===== src/rtl/pipe_pkg.sv =====
// Shared types for the elastic pipeline-stage register: FSM states and occupancy encoding.
package pipe_pkg;

    typedef enum logic [1:0] {
        ST_EMPTY = 2'd0,
        ST_ONE   = 2'd1,
        ST_TWO   = 2'd2
    } stage_st_t;

    typedef logic [1:0] occ_t;

    localparam occ_t OCC_MAX = 2'd2;

    function automatic occ_t state_occ(input stage_st_t st);
        case (st)
            ST_ONE:  return 2'd1;
            ST_TWO:  return OCC_MAX;
            default: return 2'd0;
        endcase
    endfunction

endpackage


===== src/rtl/pipe_entry.sv =====
// One register slot of the elastic stage: payload, control bits, tag and valid.
module pipe_entry
    import pipe_pkg::*;
#(
    parameter int unsigned DATA_W = 32,
    parameter int unsigned CTRL_W = 2,
    parameter int unsigned TAG_W  = 5
) (
    input  logic              i_clk,
    input  logic              i_rst,
    input  logic              i_load,
    input  logic              i_clear,
    input  logic [DATA_W-1:0] i_data,
    input  logic [CTRL_W-1:0] i_ctrl,
    input  logic [TAG_W-1:0]  i_tag,
    output logic              o_valid,
    output logic [DATA_W-1:0] o_data,
    output logic [CTRL_W-1:0] o_ctrl,
    output logic [TAG_W-1:0]  o_tag
);

    logic              r_valid;
    logic [DATA_W-1:0] r_data;
    logic [CTRL_W-1:0] r_ctrl;
    logic [TAG_W-1:0]  r_tag;

    // Clear keeps data/tag so a bubble still shows the last payload, but zeroes ctrl.
    always_ff @(posedge i_clk or posedge i_rst) begin
        if (i_rst) begin
            r_valid <= 1'b0;
            r_data  <= '0;
            r_ctrl  <= '0;
            r_tag   <= '0;
        end else if (i_clear) begin
            r_valid <= 1'b0;
            r_ctrl  <= '0;
        end else if (i_load) begin
            r_valid <= 1'b1;
            r_data  <= i_data;
            r_ctrl  <= i_ctrl;
            r_tag   <= i_tag;
        end
    end

    assign o_valid = r_valid;
    assign o_data  = r_data;
    assign o_ctrl  = r_ctrl;
    assign o_tag   = r_tag;

endmodule


===== src/rtl/pipe_stage_elastic.sv =====
// Elastic pipeline-stage register with valid/ready handshake, optional 2-entry skid,
// synchronous flush and occupancy reporting.
module pipe_stage_elastic
    import pipe_pkg::*;
#(
    parameter int unsigned DATA_W = 32,
    parameter int unsigned CTRL_W = 2,
    parameter int unsigned TAG_W  = 5,
    parameter int unsigned SKID   = 1
) (
    input  logic              CLK,
    input  logic              RST,
    input  logic              flush,
    input  logic              in_valid,
    output logic              in_ready,
    input  logic [DATA_W-1:0] in_data,
    input  logic [CTRL_W-1:0] in_ctrl,
    input  logic [TAG_W-1:0]  in_tag,
    output logic              out_valid,
    input  logic              out_ready,
    output logic [DATA_W-1:0] out_data,
    output logic [CTRL_W-1:0] out_ctrl,
    output logic [TAG_W-1:0]  out_tag,
    output logic [1:0]        occupancy
);

    stage_st_t         r_state;
    stage_st_t         w_state_d;
    logic              r_in_ready;
    logic              w_accept;
    logic              w_take;
    logic              w_main_load;
    logic              w_main_clear;
    logic              w_skid_load;
    logic              w_skid_clear;
    logic              w_skid_valid;
    logic [DATA_W-1:0] w_skid_data;
    logic [CTRL_W-1:0] w_skid_ctrl;
    logic [TAG_W-1:0]  w_skid_tag;
    logic [DATA_W-1:0] w_main_data_in;
    logic [CTRL_W-1:0] w_main_ctrl_in;
    logic [TAG_W-1:0]  w_main_tag_in;

    assign w_accept = in_valid && in_ready;
    assign w_take   = out_valid && out_ready;

    always_comb begin
        w_state_d    = r_state;
        w_main_load  = 1'b0;
        w_main_clear = 1'b0;
        w_skid_load  = 1'b0;
        w_skid_clear = 1'b0;
        if (flush) begin
            w_state_d    = ST_EMPTY;
            w_main_clear = 1'b1;
            w_skid_clear = 1'b1;
        end else begin
            unique case (r_state)
                ST_EMPTY: begin
                    if (w_accept) begin
                        w_main_load = 1'b1;
                        w_state_d   = ST_ONE;
                    end
                end
                ST_ONE: begin
                    if (w_accept && w_take) begin
                        w_main_load = 1'b1;
                    end else if (w_accept) begin
                        // Only reachable with a skid entry: without one, accept implies take.
                        w_skid_load = 1'b1;
                        w_state_d   = ST_TWO;
                    end else if (w_take) begin
                        w_main_clear = 1'b1;
                        w_state_d    = ST_EMPTY;
                    end
                end
                ST_TWO: begin
                    if (w_take) begin
                        w_main_load  = 1'b1;
                        w_skid_clear = 1'b1;
                        w_state_d    = ST_ONE;
                    end
                end
                default: w_state_d = ST_EMPTY;
            endcase
        end
    end

    always_ff @(posedge CLK or posedge RST) begin
        if (RST) begin
            r_state    <= ST_EMPTY;
            r_in_ready <= 1'b1;
        end else begin
            r_state    <= w_state_d;
            r_in_ready <= (w_state_d != ST_TWO);
        end
    end

    // A valid skid entry always refills main before any new beat.
    assign w_main_data_in = w_skid_valid ? w_skid_data : in_data;
    assign w_main_ctrl_in = w_skid_valid ? w_skid_ctrl : in_ctrl;
    assign w_main_tag_in  = w_skid_valid ? w_skid_tag  : in_tag;

    pipe_entry #(
        .DATA_W (DATA_W),
        .CTRL_W (CTRL_W),
        .TAG_W  (TAG_W)
    ) u_main (
        .i_clk   (CLK),
        .i_rst   (RST),
        .i_load  (w_main_load),
        .i_clear (w_main_clear),
        .i_data  (w_main_data_in),
        .i_ctrl  (w_main_ctrl_in),
        .i_tag   (w_main_tag_in),
        .o_valid (out_valid),
        .o_data  (out_data),
        .o_ctrl  (out_ctrl),
        .o_tag   (out_tag)
    );

    if (SKID != 0) begin : g_skid
        pipe_entry #(
            .DATA_W (DATA_W),
            .CTRL_W (CTRL_W),
            .TAG_W  (TAG_W)
        ) u_skid (
            .i_clk   (CLK),
            .i_rst   (RST),
            .i_load  (w_skid_load),
            .i_clear (w_skid_clear),
            .i_data  (in_data),
            .i_ctrl  (in_ctrl),
            .i_tag   (in_tag),
            .o_valid (w_skid_valid),
            .o_data  (w_skid_data),
            .o_ctrl  (w_skid_ctrl),
            .o_tag   (w_skid_tag)
        );
        assign in_ready = r_in_ready;
    end else begin : g_no_skid
        assign w_skid_valid = 1'b0;
        assign w_skid_data  = '0;
        assign w_skid_ctrl  = '0;
        assign w_skid_tag   = '0;
        assign in_ready     = !out_valid || out_ready;
    end

    assign occupancy = state_occ(r_state);

endmodule


===== config.mk =====
export PLATFORM = sky130hd
export DESIGN_NAME = pipe_stage_elastic
export DESIGN_NICKNAME = d
export VERILOG_FILES = /design/src/rtl/pipe_pkg.sv /design/src/rtl/pipe_entry.sv /design/src/rtl/pipe_stage_elastic.sv
export SDC_FILE = /design/constraint.sdc
export NUM_CORES = 1
export LEC_CHECK = 0
export CORE_AREA = 4 4 95 97
export DETAILED_ROUTE_END_ITERATION = 12
export DIE_AREA = 0 0 99 101
export HOLD_SLACK_MARGIN = 0.15
export PLACE_DENSITY_LB_ADDON = 0.25
export SYNTH_ARGS = -nofsm -noshare
export SYNTH_HDL_FRONTEND = slang
export SYNTH_HIERARCHICAL = 1
export SYNTH_SLANG_ARGS = --single-unit

===== constraint.sdc =====
create_clock -name CLK -period 3.95 [get_ports CLK]
set_clock_uncertainty 0.1 [all_clocks]
set_input_delay 0.395 -clock CLK [delete_from_list [all_inputs] [get_ports CLK]]
set_output_delay 0.395 -clock CLK [all_outputs]
set_load 0.02 [all_outputs]

Word-level counts from Yosys, hierarchy flattened
Cells that the tools add are included.

operators by class
  add/sub/neg operators = 0
  multiply operators = 0
  divide/modulo/power cells = 0
  order comparisons = 0
  eq/ne operators = 3
  shift operators = 0
  mux-type cells = 33
  bitwise logic cells = 2
  reductions and logical operators = 8

operators with widths
  operator                                              number
  2-to-1 mux 32 bit                                     1
  2-to-1 mux 2 bit                                      11
  2-to-1 mux 1 bit                                      17
  one-hot mux 2 bit (3 select lines)                    1
  2-to-1 mux 5 bit                                      1
  one-hot mux 2 bit (2 select lines)                    1
  AND reduction 2 bit                                   2
  nonzero test 2 bit                                    2
  logical AND 1 bit                                     3
  one-hot mux 1 bit (3 select lines)                    1
  equality test 2 x 1 -> 1 bit (second input constant)  1
  equality test 2 bit (second input constant)           1
  logical NOT 2 bit                                     1
  != test 2 bit (second input constant)                 1
  NOT 1 bit                                             2

storage, ports and cells
  register bits = 83
  bits in latches = 0
  RAM bits = 0
  bits in read-only memories = 0
  input port bits = 44
  logic and storage cells = 56
  memories kept = 0

Depth between registers and ports, before layout
  word-level depth = 8
  gate-level depth with buffers = 7

Modules after synthesis
Netlist, hierarchy kept.

modules (own cells, without submodules)
  module              instances  cells each  area an instance (um2)  sequential area each (um2)
  pipe_entry          2          89          1,662.8                 1,001.0
  pipe_stage_elastic  1          66          670.6                   76.3

Worst setup path before layout
No wires, ideal clock.

  path kind = register -> register
  start = register r_in_ready, in the netlist in_ready
  end = register u_main.r_data[10], in the netlist u_main/o_data[10]
  setup time = 0.125 ns
  arrival time = 2.063 ns
  required time = 3.725 ns
  slack = 1.662 ns
  stages on the path, launching flop included = 8
  path buffers = 2
  period minus slack after synthesis = 2.288 ns
  cells stage by stage = dfstp_2 nand2_1 or3_1 a21oi_1 nor2b_4 buf_12 buf_12 mux2_4

RTL lines
  item                                    RTL line                  text
  from (decl)                             pipe_stage_elastic.sv:29  logic r_in_ready;
  from (signal assigned)                  pipe_stage_elastic.sv:95  r_in_ready <= (w_state_d != ST_TWO);
  logical AND 1 bit (*)                   pipe_stage_elastic.sv:44  assign w_accept = in_valid && in_ready;
  logical AND 1 bit                       pipe_stage_elastic.sv:66  if (w_accept && w_take) begin
  2-to-1 mux 1 bit                        pipe_stage_elastic.sv:66
  one-hot mux 1 bit (3 select lines) (*)  pipe_stage_elastic.sv:58  unique case (r_state)
  2-to-1 mux 1 bit (*)                    pipe_stage_elastic.sv:53  if (flush) begin
  net w_main_load                         pipe_stage_elastic.sv:32  logic w_main_load;
  AND reduction 2 bit (no line) (*)       n/a
  to (signal assigned)                    pipe_entry.sv:39          r_data <= i_data;
  to (decl)                               pipe_entry.sv:23          logic [DATA_W-1:0] r_data;

Mark *: on every way through the listed nets, which the timed path passes. The rest lies on a longest branch.
A chain may end at the register's enable or synchronous reset.

Final worst setup path
  start = input in_valid
  end = register u_main.r_data[3], in the netlist u_main/o_data[3]

RTL lines
  item                                    RTL line                  text
  from (decl)                             pipe_stage_elastic.sv:14  input logic in_valid,
  logical AND 1 bit (*)                   pipe_stage_elastic.sv:44
  logical AND 1 bit                       pipe_stage_elastic.sv:66
  2-to-1 mux 1 bit                        pipe_stage_elastic.sv:66
  one-hot mux 1 bit (3 select lines) (*)  pipe_stage_elastic.sv:58
  2-to-1 mux 1 bit (*)                    pipe_stage_elastic.sv:53
  net w_main_load                         pipe_stage_elastic.sv:32
  AND reduction 2 bit (no line) (*)       n/a

Marks and branches as above.

==> results.yml <==
outcome:
  status: "completed"
clock_network:
  cts_max_level: 3
  insertion_delay_ns: 0.35
  cts_tree: "done"
  cts_root_buf: "clkbuf_8"
  numCtsBuffers: 9
  cts_resized: 0
  clk_pin_slew_ns: 0.08
  ctsHoldBuffers: 0
  cts_setup_buffers: 0
  cts.sinks: 83
  clock_path_buffers: 2
logic_synthesis:
  syn_area_mm2: 0.00400
  ys_seq_elements: 83
  syn-num-nets: 288
  netlist_instances: 244
  yosysWarnings: 6
  seq_area_frac_synth: 0.520
  yosysTopAreaCellShare: 0.513
  yosys.cell_types.count: 28
  syn-mean-instance-area_um2: 16.4
  synth.area.top_cells: "dfrtp_1 (51%), mux2_4 (23%), mux2_2 (15%)"
  synth_top_area_cell: "dfrtp_1"
finish:
  nNetsFinal: 376
  drive_gt1_frac: 0.418
  syn_to_final_growth_pct: 26.5
  nFillCells: 661
  antenna-diode-count: 0
timing:
  fmax_mhz: 398
  whs_ns: 0.190
  finalCritPeriodShare: 0.636
  hold_violations: 0
  setup_viol: 0
  worst_slew_pin_slew_ns: 0.937
  fin_tns_setup_ns: 0
  slew_viol_final: 0
  rsz0062_at_grt: "false"
  slew_headroom: 0.376
  fin_crit_ns: 2.51
global_routing:
  met2_usage: 0.247
  grt_busiest_layer: "met2"
  grt_max_degree: 41
  antenna_found_initial: 0
  use_met1: 0.221
  grt.overflow.total: 0
  grt_pass1_vias: 2465
  use_met3: 0.0581
  grt_usage: 0.162
  grt_pass1_wl_mm: 12.7
worst_setup_path:
  critPathCaptureType: "flip-flop"
  crit_fanout: 22
  critPathArrivalTime_ns: 2.66
  worst_ep_required_time_ns: 4.09
  critPathKind: "in2reg"
  startpoint_type: "input port"
die:
  die_y_um: 101
  core_region_area_mm2: 0.00813
  start_util: 0.491
  die_w_um: 99
  ioPinCount: 87
  rows: 33
  dieArea_mm2: 0.0100
flow_run:
  maxCapViolCount: 0
routing:
  vias: 2216
  via_per_inst: 5.01
  drtIter0Drc: 47
  drt-pass1-iter-count: 4
  drcViolationCount: 0
  wire_per_inst_um: 16.9
  wl_mm: 7.46
  ant_nets: 0
placement:
  gp_congestion: 0.801
  place_hpwl_mm: 4.92
  portBuffers: 86
pwr:
  p_leak_nw: 2.17
  vdd_drop_max_uv: 333
  power.density_mw_per_mm2: 624
hold_path:
  hp-class: "in2async"
-- routing by layer --
metal  wire (um)  part of all wire  vias up
met1        3520              0.47     1101
met3         438             0.059       10
met2        3430              0.46       64
li1            -                 -     1041
met4          67            0.0090        0
met5           0                 0        -
-- synth_stat cells, drive strengths merged --
cell type  count
or3            1
and4b          1
or2            1
a41o           1
a21oi          2
o21ai          1
dfstp          1
nand3          1
inv            3
buf           12
a31oi          1
nor2           9
mux2i          4
or4            1
o21a           1
o211ai         1
mux2         113
nor2b          4
nand2          2
and2           1
and3           1
dfrtp         82
-- path summary, 6_finish.rpt --
kind                                                 end  slack [ns]  depth (start not counted)                      from
max in group asynchronous          g_skid.u_skid/o_valid        2.63                          2                       RST
worst max-delay path                    u_main/o_data[3]        1.44                          7                  in_valid
worst min-delay path                          r_state[1]        0.19                          2                       RST
worst max register to register          u_main/o_data[3]        1.45                          6                  in_ready
worst min register to register  g_skid.u_skid/o_data[26]        0.41                          1  g_skid.u_skid/o_data[26]
min in group CLK                g_skid.u_skid/o_data[26]        0.41                          1  g_skid.u_skid/o_data[26]
-- stage by stage --
| step | instance area (um^2) | util | cells | worst slack, ns | power, W |
|---|---|---|---|---|---|
| 3_5_place_dp | 4840 | 0.595 | 426 | 1.07 | 0.00251 |
| 3_3_place_gp | 4840 | 0.595 | 426 | 1.12 | 0.00249 |
| 2_1_floorplan | 4000 | - | 244 | 1.66 | 0.00205 |
| 5_1_grt | 5050 | 0.621 | 442 | 1.30 | 0.00333 |
| 6_report | 5050 | 0.621 | 442 | 1.44 | 0.00315 |
| 4_1_cts | 5050 | 0.621 | 442 | 1.45 | 0.00320 |
-- power breakdown --
group | leakage (nW) | total, W | switching, W | internal, W
Sequential | 1.02 | 0.00136 | 0.000185 | 0.00117
Combinational | 1.05 | 0.00114 | 0.000416 | 0.000719
Clock | 0.106 | 0.000662 | 0.000305 | 0.000357
Total | 2.17 | 0.00315 | 0.000906 | 0.00225
-- critical path: stages --
cell	delay [ns]
clkdlybuf4s50_1	0.51
nand2_1	0.12
or3_1	0.31
a21oi_1	0.33
nor2b_4	0.23
buf_4	0.36
mux2_2	0.38
-- sequential cells by signal, summed over array words and instances, names as in the netlist, 2 cells and up --
name,flops
g_skid.u_skid/o_data,32
u_main/o_data,32
g_skid.u_skid/o_tag,5
u_main/o_tag,5
g_skid.u_skid/o_ctrl,2
r_state,2
u_main/o_ctrl,2
-- cell type report --
type                            instances  area [um^2]  share of cell area
Multi-Input combinational cell        146         1720               0.340
Tap cell                              105          131              0.0260
Inverter                                3         11.3             0.00223
Sequential cell                        83         2080               0.411
Clock inverter                          6         90.1              0.0178
Clock buffer                           10          128              0.0253
Timing Repair Buffer                   89          896               0.177
-- cells in the final DEF, fill, tap and decap left out, types with 2 or more instances in the layout --
cell type	Yosys	final
mux2_2	53	53
buf_4	1	2
inv_2	0	2
nor2_1	9	9
nor2b_4	2	2
mux2i_1	4	4
clkinv_4	0	2
clkbuf_8	0	9
mux2_4	60	60
a21oi_1	2	2
nand2_1	2	2
clkdlybuf4s50_1	0	86
bufinv_16	0	2
dfrtp_1	82	81
-- logic make-up after synthesis --
logic type,share of synthesized area
AO/OA/AOI/OAI,0.0119
buffers and inverters,0.0501
flip-flops,0.520
multiplexers,0.385
AND/OR/NAND/NOR,0.0332
Note: power is estimated with default switching activity, not from simulation.
